### src/rtl/seg7_scan_counter.sv
// rtl/seg7_scan_counter.sv - multi-digit hex/BCD up/down counter with multiplexed 7-segment scan
module seg7_scan_counter #(
    parameter int NUM_DIGITS     = 4,
    parameter int TICK_DIV       = 4194304,
    parameter int SCAN_DIV       = 12000,
    parameter int DECIMAL        = 0,
    parameter int SEG_ACTIVE_LOW = 1,
    parameter int DIG_ACTIVE_LOW = 1
) (
    input  logic                    clk,
    input  logic                    rst_n,
    input  logic                    en,
    input  logic                    up,
    input  logic                    load,
    input  logic [4*NUM_DIGITS-1:0] load_val,
    output logic [4*NUM_DIGITS-1:0] value,
    output logic                    wrap,
    output logic [6:0]              seg,
    output logic [NUM_DIGITS-1:0]   dig_sel
);

    localparam int VW = 4 * NUM_DIGITS;
    localparam int PW = $clog2(TICK_DIV);
    localparam int SW = $clog2(SCAN_DIV);
    localparam int IW = (NUM_DIGITS > 1) ? $clog2(NUM_DIGITS) : 1;

    localparam logic [3:0]            DIGIT_MAX  = (DECIMAL != 0) ? 4'd9 : 4'd15;
    localparam logic [PW-1:0]         PRESC_LAST = PW'(TICK_DIV - 1);
    localparam logic [SW-1:0]         SCAN_LAST  = SW'(SCAN_DIV - 1);
    localparam logic [IW-1:0]         IDX_LAST   = IW'(NUM_DIGITS - 1);
    // Inactive levels double as XOR masks that turn active-high patterns into the output polarity
    localparam logic [6:0]            SEG_IDLE   = (SEG_ACTIVE_LOW != 0) ? 7'h7F : 7'h00;
    localparam logic [NUM_DIGITS-1:0] DIG_IDLE   = (DIG_ACTIVE_LOW != 0) ? '1 : '0;

    logic [PW-1:0]         presc;
    logic                  tick;
    logic [VW-1:0]         value_next;
    logic                  ripple;
    logic                  all_wrap;
    logic [VW-1:0]         load_clamped;
    logic [SW-1:0]         scan_cnt;
    logic [IW-1:0]         scan_idx;
    logic [3:0]            cur_digit;
    logic [NUM_DIGITS-1:0] dig_onehot;

    // Active-high gfedcba pattern for one hex digit
    function automatic logic [6:0] seg_lut(input logic [3:0] d);
        case (d)
            4'h0: seg_lut = 7'h3F;
            4'h1: seg_lut = 7'h06;
            4'h2: seg_lut = 7'h5B;
            4'h3: seg_lut = 7'h4F;
            4'h4: seg_lut = 7'h66;
            4'h5: seg_lut = 7'h6D;
            4'h6: seg_lut = 7'h7D;
            4'h7: seg_lut = 7'h07;
            4'h8: seg_lut = 7'h7F;
            4'h9: seg_lut = 7'h6F;
            4'hA: seg_lut = 7'h77;
            4'hB: seg_lut = 7'h7C;
            4'hC: seg_lut = 7'h39;
            4'hD: seg_lut = 7'h5E;
            4'hE: seg_lut = 7'h79;
            default: seg_lut = 7'h71;
        endcase
    endfunction

    // Tick on the last prescaler count of an enabled cycle; load swallows it
    assign tick = en && !load && (presc == PRESC_LAST);

    // Ripple carry/borrow through the digits; surviving ripple means every digit wrapped
    always_comb begin
        value_next = value;
        ripple     = 1'b1;
        for (int i = 0; i < NUM_DIGITS; i++) begin
            if (ripple) begin
                if (up) begin
                    if (value[4*i +: 4] == DIGIT_MAX) begin
                        value_next[4*i +: 4] = 4'd0;
                    end else begin
                        value_next[4*i +: 4] = value[4*i +: 4] + 4'd1;
                        ripple = 1'b0;
                    end
                end else begin
                    if (value[4*i +: 4] == 4'd0) begin
                        value_next[4*i +: 4] = DIGIT_MAX;
                    end else begin
                        value_next[4*i +: 4] = value[4*i +: 4] - 4'd1;
                        ripple = 1'b0;
                    end
                end
            end
        end
        all_wrap = ripple;
    end

    // Saturate loaded digits above 9 when counting in BCD
    always_comb begin
        load_clamped = load_val;
        for (int i = 0; i < NUM_DIGITS; i++) begin
            if ((DECIMAL != 0) && (load_val[4*i +: 4] > 4'd9)) begin
                load_clamped[4*i +: 4] = 4'd9;
            end
        end
    end

    // Pick the digit under the scan index and its one-hot select
    always_comb begin
        cur_digit  = 4'd0;
        dig_onehot = '0;
        for (int i = 0; i < NUM_DIGITS; i++) begin
            if (scan_idx == IW'(i)) begin
                cur_digit     = value[4*i +: 4];
                dig_onehot[i] = 1'b1;
            end
        end
    end

    // Count-step prescaler, frozen while disabled and cleared by load
    always_ff @(posedge clk or negedge rst_n) begin
        if (!rst_n) begin
            presc <= '0;
        end else if (load) begin
            presc <= '0;
        end else if (en) begin
            presc <= (presc == PRESC_LAST) ? '0 : presc + 1'b1;
        end
    end

    // Counter value and full-range wrap pulse
    always_ff @(posedge clk or negedge rst_n) begin
        if (!rst_n) begin
            value <= '0;
            wrap  <= 1'b0;
        end else if (load) begin
            value <= load_clamped;
            wrap  <= 1'b0;
        end else if (tick) begin
            value <= value_next;
            wrap  <= all_wrap;
        end else begin
            wrap  <= 1'b0;
        end
    end

    // Free-running digit scan, independent of the count enable
    always_ff @(posedge clk or negedge rst_n) begin
        if (!rst_n) begin
            scan_cnt <= '0;
            scan_idx <= '0;
        end else if (scan_cnt == SCAN_LAST) begin
            scan_cnt <= '0;
            scan_idx <= (scan_idx == IDX_LAST) ? '0 : scan_idx + 1'b1;
        end else begin
            scan_cnt <= scan_cnt + 1'b1;
        end
    end

    // Registered segment and digit drive, both taken from the same scan index
    always_ff @(posedge clk or negedge rst_n) begin
        if (!rst_n) begin
            seg     <= SEG_IDLE;
            dig_sel <= DIG_IDLE;
        end else begin
            seg     <= seg_lut(cur_digit) ^ SEG_IDLE;
            dig_sel <= dig_onehot ^ DIG_IDLE;
        end
    end

endmodule

### config.mk
export PLATFORM = sky130hd
export DESIGN_NAME = seg7_scan_counter
export DESIGN_NICKNAME = d
export VERILOG_FILES = /design/src/rtl/seg7_scan_counter.sv
export SDC_FILE = /design/constraint.sdc
export NUM_CORES = 1
export LEC_CHECK = 0
export ABC_AREA = 1
export CAP_MARGIN = 10
export CORE_ASPECT_RATIO = 2
export CORE_MARGIN = 4
export CORE_UTILIZATION = 50
export CTS_CLUSTER_SIZE = 20
export DETAILED_ROUTE_END_ITERATION = 8
export MAX_ROUTING_LAYER = met4
export PLACE_DENSITY = 0.76
export SETUP_SLACK_MARGIN = 0.3
export SYNTH_ARGS = -nofsm -noshare
export SYNTH_HDL_FRONTEND = slang
export SYNTH_SLANG_ARGS = --single-unit
### constraint.sdc
create_clock -name clk -period 5.45 [get_ports clk]
set_input_delay 0.545 -clock clk [delete_from_list [all_inputs] [get_ports clk]]
set_output_delay 0.545 -clock clk [all_outputs]
set_load 0.02 [all_outputs]
==> results.toml, run 1 <==
[run_status]
status = "complete, no violations"

[grt]
grtUsageTotal = 0.236
grt_pass1_vias = 4258
grt_pass1_wl_mm = 18.8
grt_antenna_before_repair = 0
grt-ovfl-total = 0
grt_max_degree = 67

[clock_tree]
cts_sinks = 66
cts_tree = "yes"
cts_hold_buffers = 0
cts_max_path_buffers = 2
cts_max_level = 3
cts_made_buffers = 9
path_clk_slew_ns = 0.06
cts_setup_buffers = 0
ctsResizeCount = 0
root_buffer = "clkbuf_16"
insertion_delay_ns = 0.34

[floorplan]
coreArea_um2 = 8650
rows = 48
initial_core_util = 0.512
die-area_um2 = 10500
io_pins = 49
fp.dieW_um = 74.5
fp.dieH_um = 141

[sta]
rsz0062_at_grt = "no"
clock_skew_ns = 0.00732
fmax_mhz = 383
holdWs_ns = 0.386
setup_viol = 0
setup_tns_ns = 0
slew_headroom = 0.441
maxSlewViolCount = 0
fin_crit_ns = 2.61
tightest_slew_ns = 0.829
period_share = 0.479
finalHoldViolations = 0

[power]
power_density_nw_per_um2 = 300
p_leak_nw = 2.50
p_total_w = 0.00158
vdd_drop_max_mv = 0.158

[cells_and_area]
nFillCells = 822
drive_gt1_frac = 0.0680
final_area_um2 = 5260
diodes = 0
final_nets = 713
postLayoutCoreUtil = 0.608
syn_to_final_growth_pct = 18.8
multi_input_area_um2 = 2430
seq_area_um2 = 1670

[setup_path]
critPathLaunchType = "flop"
cp_slowest_stage_delay_ns = 0.65
crit_top_cell = "inv_1"
path_class = "flop to flop"
cp_cell_sequence = "inv_1 -> ha_1 -> inv_1 -> nand2_1 -> o21ai_0 -> a21boi_0 -> inv_1 -> ha_1 -> inv_1 -> o21ai_0 -> nand2_1 -> nand2_1"
cp.arrival_ns = 2.89
slowest_stage = "a21boi_0"
crit_path_end_kind = "flop"
critPathMaxFanout = 6
cp.required_ns = 5.73

[synthesis]
syn_inst = 625
synthesis.area_um2 = 4430
synth_cell_type_count = 36
synth_ff_type = "dfrtp_1"
synth_area_per_cell_um2 = 7.08
ys_ff_latch = 66
synth_fp_nets = 667
ys_async_sr_fraction = 1.00
ys_seq_area_frac = 0.376
synth_edf_count = 0
yosysWarnings = 0

[placed_design]
gp_congestion = 0.945
dpl.hpwl_mm = 8.38
postPlaceCellArea_um2 = 4950
port_buffers = 48

[job]
maxCapViolations = 0

[route]
drt_iter0_drc = 261
wl_mm = 11.2
drt-pass1-iter-count = 5
wl_per_cell_um = 14.5
antenna_left = 0
viasPerCell = 5.48
drc = 0
vias = 4255

[hold_path]
min_path_type = "input pin to asynchronous set/reset pin"
[layout make-up]
cell class,count,area share
inverters,63,0.0450
multi-input cells,480,0.462
repair buffers,51,0.0947
clock buffers,10,0.0454
clock inverters,6,0.0126
flip-flops and latches,66,0.317
well taps,100,0.0238
[critical path, delay by kind of cell, from the launching register on]
kind	cells	cell delay (ns)
simple gates	3	0.21
flops	1	0.41
compound gates	3	0.88
fa+ha+maj	2	0.59
buf+inv	4	0.47
[where the power goes]
group          switching, W  internal (W)
registers         0.0000617      0.000537
clock network      0.000227      0.000366
logic              0.000228      0.000160
total              0.000517       0.00106
[state kept, by name, summed over array words and instances (netlist names)]
signal / count
seg: 7
dig_sel: 4
wrap: 1
value: 16
scan_cnt: 14
scan_idx: 2
presc: 22
[final timing paths]
check / depth (start not counted) / start / slack (ns) / endpoint
worst max-delay path: 12 / scan_idx[1] / 2.84 / seg[3]
worst min-delay path: 2 / rst_n / 0.39 / scan_cnt[4]
worst max register to register: 12 / scan_idx[1] / 2.84 / seg[3]
worst min register to register: 1 / scan_cnt[2] / 0.52 / scan_cnt[2]
max in group asynchronous: 2 / rst_n / 4.50 / presc[2]
min in group clk: 1 / scan_cnt[2] / 0.52 / scan_cnt[2]
[layout by cell type, fill, tap and decap left out, types with 2 or more instances in the layout]
cell / count
nand2_1: 222
xnor2_1: 2
nand3_1: 64
inv_1: 62
nor2_2: 3
xor2_1: 21
a31oi_1: 3
nor2_4: 2
nor2_1: 48
dfstp_2: 11
nand2_2: 2
dfrtp_1: 55
or2_2: 3
and2_1: 3
o21ai_1: 4
nor3_1: 8
nand4_1: 17
clkdlybuf4s50_1: 47
o21bai_1: 5
a21oi_1: 13
buf_4: 3
clkinvlp_4: 3
o22ai_1: 6
nor4_1: 3
o21ai_0: 23
ha_1: 21
clkbuf_16: 9
[through the flow]
stage | cells | setup slack [ns]
final | 776 | 2.84
after global routing | 776 | 2.58
after CTS | 776 | 2.85
after detailed placement | 760 | 2.67
after global placement | 760 | 2.74
after floorplan | 625 | 3.35
[cells by family (layout without fill, tap and decap cells)]
group / after synthesis / after routing / share of synthesized area
buffers and inverters: 79 / 130 / 0.0752
adder cells (fa/ha/maj): 21 / 21 / 0.0594
flip-flops: 66 / 66 / 0.376
XOR/XNOR: 23 / 23 / 0.0455
AND/OR/NAND/NOR: 380 / 380 / 0.374
AO/OA/AOI/OAI: 56 / 56 / 0.0701
[layer usage]
layer / share of wire / routed length [um] / global-route usage / vias up
li1: - / - / - / 2100
met1: 0.37 / 4110 / 0.232 / 1986
met2: 0.55 / 6200 / 0.420 / 126
met3: 0.035 / 391 / 0.0385 / 43
met4: 0.047 / 527 / 0.129 / 0
met5: 0 / 0 / - / -
[synthesized netlist by cell type (4+ instances only)]
master | number | area (um^2)
dfstp_2 | 11 | 289
nor3_1 | 8 | 40.0
buf_2 | 7 | 35.0
dfrtp_1 | 55 | 1380
ha_1 | 21 | 263
nand2_1 | 222 | 833
o21ai_1 | 4 | 20.0
nand4_1 | 17 | 106
inv_1 | 62 | 233
o21bai_1 | 5 | 37.5
o21ai_0 | 23 | 115
clkbuf_1 | 6 | 22.5
o22ai_1 | 6 | 37.5
nor2_1 | 48 | 180
nand3_1 | 64 | 320
a21oi_1 | 13 | 65.1
xor2_1 | 21 | 184
No activity file was read; power rests on OpenSTA's default activity.
==> run 2: changes to the inputs <==
--- a/config.mk
+++ b/config.mk
@@ -13,7 +13,7 @@
 export CTS_CLUSTER_SIZE = 20
 export DETAILED_ROUTE_END_ITERATION = 8
 export MAX_ROUTING_LAYER = met4
-export PLACE_DENSITY = 0.76
+export PLACE_DENSITY = 0.79
 export SETUP_SLACK_MARGIN = 0.3
 export SYNTH_ARGS = -nofsm -noshare
 export SYNTH_HDL_FRONTEND = slang
==> constraint.sdc (replaced) <==
create_clock -name clk -period 2.1 [get_ports clk]
set_input_delay 0.21 -clock clk [delete_from_list [all_inputs] [get_ports clk]]
set_output_delay 0.21 -clock clk [all_outputs]
set_load 0.02 [all_outputs]
==> run 2 against run 1 <==
  * Non-clock buffer count increased by 17
  * Sequential power rose to 2.6 times the previous value
  * Final cell count grew 2.2%
  * Wire length grew 5.8%
  * Via count up 2.0%
  * Global-route usage up 0.91 points
  * Power rose to 2.7 times the previous value
  * Clock skew up 0.0019 ns
  * Critical path type unchanged
  * Critical endpoint is now seg[5]
==> results.toml, run 2 (synthesis results as in run 1) <==
[run_status]
status = "complete, no violations"

[setup_path]
critPathLaunchType = "flop"
cp_cell_sequence = "inv_2 -> ha_4 -> inv_4 -> nand2_2 -> o21ai_2 -> a21boi_2 -> buf_4 -> ha_1 -> inv_1 -> nand2_1 -> nand2_1 -> nand2_1 -> nand2_1"
cp.required_ns = 2.37
crit_top_cell = "nand2_1"
cp_slowest_stage_delay_ns = 0.44
cp.arrival_ns = 2.10
crit_path_end_kind = "flop"
r2r_cells = 13
critPathMaxFanout = 5
slowest_stage = "dfrtp_1"
path_class = "flop to flop"

[cells_and_area]
final_common_cell = "nand2_1"
layout_common_cells = "217 x nand2_1, 62 x nand3_1, 52 x inv_1"
final_nets = 730
top_register = "presc"
largestRegisters = "presc: 22 flops, value: 16 flops, scan_cnt: 14 flops"
syn_to_final_growth_pct = 27.2
final_cells = 793
largest_reg_flops = 22
drive_gt1_frac = 0.147
diodes = 0
postLayoutCoreUtil = 0.651
nFillCells = 764

[route]
vias = 4339
wl_per_cell_um = 15.0
drt-pass1-iter-count = 5
wl_mm = 11.9
drt_iter0_drc = 182
viasPerCell = 5.47
antenna_left = 0
drc = 0

[power]
p_seq_frac = 0.360
power_switching_share = 0.324
p_switching_w = 0.00140
p_comb_frac = 0.259
power_density_nw_per_um2 = 768
p_leak_nw = 2.61
p_total_w = 0.00432
p_int_w = 0.00292
vdd_drop_max_mv = 0.491
clock_power_share = 0.381

[hold_path]
min_path_type = "input pin to asynchronous set/reset pin"

[sta]
fin_crit_ns = 1.84
rsz0062_at_grt = "yes"
setup_tns_ns = 0
slew_headroom = 0.734
maxSlewViolCount = 0
fmax_mhz = 544
clock_skew_ns = 0.00923
finalHoldViolations = 0
period_share = 0.875
tightest_slew_ns = 0.397
setup_viol = 0

[placed_design]
port_buffers = 48
place_inst = 773
dpl.hpwl_mm = 8.64
gp_congestion = 0.970

[floorplan]
initial_core_util = 0.512
die-area_um2 = 10500
fp.dieW_um = 74.5
io_pins = 49
coreArea_um2 = 8650
rows = 48
fp.dieH_um = 141

[grt]
grt_pass1_vias = 4377
grt-ovfl-total = 0
grt_antenna_before_repair = 0
grtUsageTotal = 0.245
grt_pass1_wl_mm = 19.4
grt_max_degree = 67

[clock_tree]
cts_tree = "yes"
cts_max_path_buffers = 2
path_clk_slew_ns = 0.06
cts_sinks = 66
root_buffer = "clkbuf_16"
insertion_delay_ns = 0.34
cts_made_buffers = 9
cts_max_level = 3

[job]
maxCapViolations = 0
-- run 2: cell count changes in the layout (fill, tap and decap cells not counted), moves of 6 or more --
cell | before | now
ha_1 | 21 | 11
buf_4 | 3 | 15
o21ai_0 | 23 | 17
inv_1 | 62 | 52
ha_4 | 0 | 7
inv_2 | 1 | 10
-- run 2: timing repair --
action,in CTS,in global routing
endpoints found under the setup margin,12,26
hold buffers,1,0
buffers inserted,3,0
pin swaps,7,5
hold endpoints to repair,55,0
resized for setup,25,20
-- run 2: final cells by class --
cell class                 instances  area, um^2  area share
clock inverter                     7         103      0.0182
sequential                        66        1670       0.297
clock buffer                       9         225      0.0400
inverter                          63         239      0.0425
tap                              100         125      0.0222
multi-input combinational        480        2600       0.461
timing repair buffer              68         669       0.119
-- run 2: power by group through the flow --
stage	logic (W)	clock network, W	registers, W
2_1_floorplan	0.000555	0	0.00163
3_3_place_gp	0.00103	0	0.00156
3_5_place_dp	0.00105	0	0.00157
4_1_cts	0.00109	0.00166	0.00155
5_1_grt	0.00124	0.00172	0.00157
6_report	0.00112	0.00164	0.00156
-- run 2: stage by stage --
step	cell area, um^2	worst slack (ns)	hold slack, ns
finish	5630	0.263	0.409
floorplan	4460	0.316	-0.0856
global route	5630	0.127	0.474
CTS	5570	0.289	0.433
detailed placement	5120	0.134	0.252
global placement	5120	0.212	0.251
-- run 2: per-layer routing --
layer	vias to the layer above	wire, um	track usage
met1	2050	4310	0.241
met4	0	486	0.144
met3	30	422	0.0393
met5	-	0	-
met2	126	6650	0.432
li1	2133	-	-
-- run 2: critical path, delay by kind of cell (launching register included) --
kind / cells / cell delay, ns
AOI/OAI and AO/OA: 2 / 0.25
adders and majority gates: 2 / 0.33
and+or+nand+nor: 5 / 0.31
buffers and inverters: 4 / 0.43
DFF: 1 / 0.44
-- run 2: worst paths after layout --
check	end	slack [ns]	start
max	seg[5]	0.26	scan_idx[1]
max reg2reg	seg[5]	0.26	scan_idx[1]
min reg2reg	scan_cnt[0]	0.51	scan_cnt[0]
min	scan_cnt[7]	0.41	rst_n
max in group asynchronous	seg[2]	1.33	rst_n
min in group clk	value[7]	0.51	load_val[7]
==> run 3: changes to the inputs <==
--- a/config.mk
+++ b/config.mk
@@ -13,7 +13,7 @@
 export CTS_CLUSTER_SIZE = 20
 export DETAILED_ROUTE_END_ITERATION = 8
 export MAX_ROUTING_LAYER = met4
-export PLACE_DENSITY = 0.79
+export PLACE_DENSITY = 0.76
 export SETUP_SLACK_MARGIN = 0.3
 export SYNTH_ARGS = -nofsm -noshare
 export SYNTH_HDL_FRONTEND = slang
==> constraint.sdc (replaced) <==
create_clock -name clk -period 1.7 [get_ports clk]
set_input_delay 0.17 -clock clk [delete_from_list [all_inputs] [get_ports clk]]
set_output_delay 0.17 -clock clk [all_outputs]
set_load 0.02 [all_outputs]
==> run 3 against run 2 <==
  * The flow now finishes with violations (negative setup slack)
  * Critical path depth shrank 1
  * Final area grew 24%
  * Die area is the same
  * Clock-buffer cell count grew 1
  * Clock skew shrank 0.0046 ns
  * Setup slack lost 0.48 ns
  * Critical path type unchanged
==> results.toml, run 3 (synthesis results as in run 1) <==
[cells_and_area]
top_register = "presc"
largestRegisters = "presc: 22 flops, value: 16 flops, scan_cnt: 14 flops"
diodes = 0
drive_gt1_frac = 0.394
final_area_um2 = 6970
layout_common_cells = "185 x nand2_1, 69 x buf_4, 46 x inv_1"
nFillCells = 524
largest_reg_flops = 22
final_nets = 808
syn_to_final_growth_pct = 57.4
final_common_cell = "nand2_1"
postLayoutCoreUtil = 0.806
final_cells = 871

[power]
clock_power_share = 0.365
p_leak_nw = 3.21
p_comb_frac = 0.298
p_switching_w = 0.00194
p_int_w = 0.00377
vdd_drop_max_mv = 0.605
power_density_nw_per_um2 = 820
power_switching_share = 0.340
p_seq_frac = 0.337

[grt]
grt_antenna_before_repair = 0
grtUsageTotal = 0.289
grt_pass1_wl_mm = 22.7
grt-ovfl-total = 0
grt_max_degree = 67
grt_pass1_vias = 4877

[sta]
period_share = 1.12
maxSlewViolCount = 0
finalHoldViolations = 0
slew_headroom = 0.689
holdWs_ns = 0.382
fin_ws_ns = -0.212
fin_crit_ns = 1.91
tightest_slew_ns = 0.466
fmax_mhz = 523
rsz0062_at_grt = "yes"
clock_skew_ns = 0.00465
setup_viol = 22

[setup_path]
cp.arrival_ns = 2.18
crit_path_end_kind = "flop"
critPathMaxFanout = 5
critPathLaunchType = "flop"
path_class = "flop to flop"
cp.required_ns = 1.97

[floorplan]
rows = 48
die-area_um2 = 10500
fp.dieH_um = 141
io_pins = 49
coreArea_um2 = 8650
initial_core_util = 0.512
fp.dieW_um = 74.5

[clock_tree]
cts_made_buffers = 9
insertion_delay_ns = 0.34
root_buffer = "clkbuf_16"
cts_max_path_buffers = 2
path_clk_slew_ns = 0.06
cts_max_level = 3
cts_sinks = 66
cts_tree = "yes"

[hold_path]
min_path_type = "input pin to asynchronous set/reset pin"

[route]
drt_iter0_drc = 295
vias = 5062
drt-pass1-iter-count = 5
drc = 0
wl_per_cell_um = 18.4
antenna_left = 0
wl_mm = 16.0
viasPerCell = 5.81

[placed_design]
port_buffers = 48
postPlaceCellArea_um2 = 5560
dpl.hpwl_mm = 9.25
gp_congestion = 0.902
pre_cts_ws_ns = -0.212
place_inst = 810

[run_status]
violations = "negative setup slack"
status = "finished with violations"

[job]
maxCapViolations = 0
## run 3: cell type report
class	count	area, um^2	area share
tap	100	125	0.0180
multi-input combinational	483	3290	0.473
timing repair buffer	143	1280	0.183
inverter	63	256	0.0368
sequential	66	1690	0.242
clock buffer	10	239	0.0343
clock inverter	6	88.8	0.0127
## run 3: worst paths after layout
| path | cells past startpoint | slack (ns) | to | startpoint |
|---|---|---|---|---|
| min | 3 | 0.38 | presc[18] | rst_n |
| min in group clk | 5 | 0.48 | value[15] | load_val[15] |
| max reg2reg | 12 | -0.21 | seg[3] | scan_idx[1] |
| min reg2reg | 2 | 0.54 | scan_cnt[4] | scan_cnt[4] |
| max in group asynchronous | 3 | 0.98 | seg[4] | rst_n |
| max | 12 | -0.21 | seg[3] | scan_idx[1] |
## run 3: layer usage
metal / vias to the layer above / part of all wire / GRT usage
met1: 2424 / 0.32 / 0.283
met2: 247 / 0.56 / 0.515
met4: 0 / 0.063 / 0.166
li1: 2297 / - / -
met5: - / 0 / -
met3: 94 / 0.053 / 0.0421
## run 3: per-stage QoR
step | TNS [ns] | power [W]
final | -1.58 | 0.00571
after global routing | -3.20 | 0.00595
after CTS | -0.357 | 0.00549
after detailed placement | -1.29 | 0.00336
after global placement | -0.262 | 0.00331
after floorplan | -0.0134 | 0.00275
## run 3: power groups by stage
stage	sequential [W]	clock [W]	combinational (W)
floorplan	0.00202	0	0.000731
global placement	0.00192	0	0.00139
detailed placement	0.00193	0	0.00143
CTS	0.00191	0.00207	0.00151
global route	0.00194	0.00216	0.00184
finish	0.00193	0.00208	0.00170
## run 3: critical path, stage by stage, from the launching register on
cell	delay [ns]
dfrtp_1	0.40
inv_2	0.12
ha_4	0.20
inv_4	0.06
nand3_2	0.08
a21oi_4	0.07
o21ai_4	0.23
inv_2	0.15
ha_4	0.20
nand2_2	0.10
o21ai_4	0.07
nand2_2	0.08
nand2_2	0.06
## run 3: what timing repair did
item	in CTS	in global routing
hold buffers	1	0
gates resized for setup	129	99
setup endpoints to repair	84	55
gates cloned	2	1
pin swaps	38	44
hold endpoints to repair	55	0
setup buffers	25	16
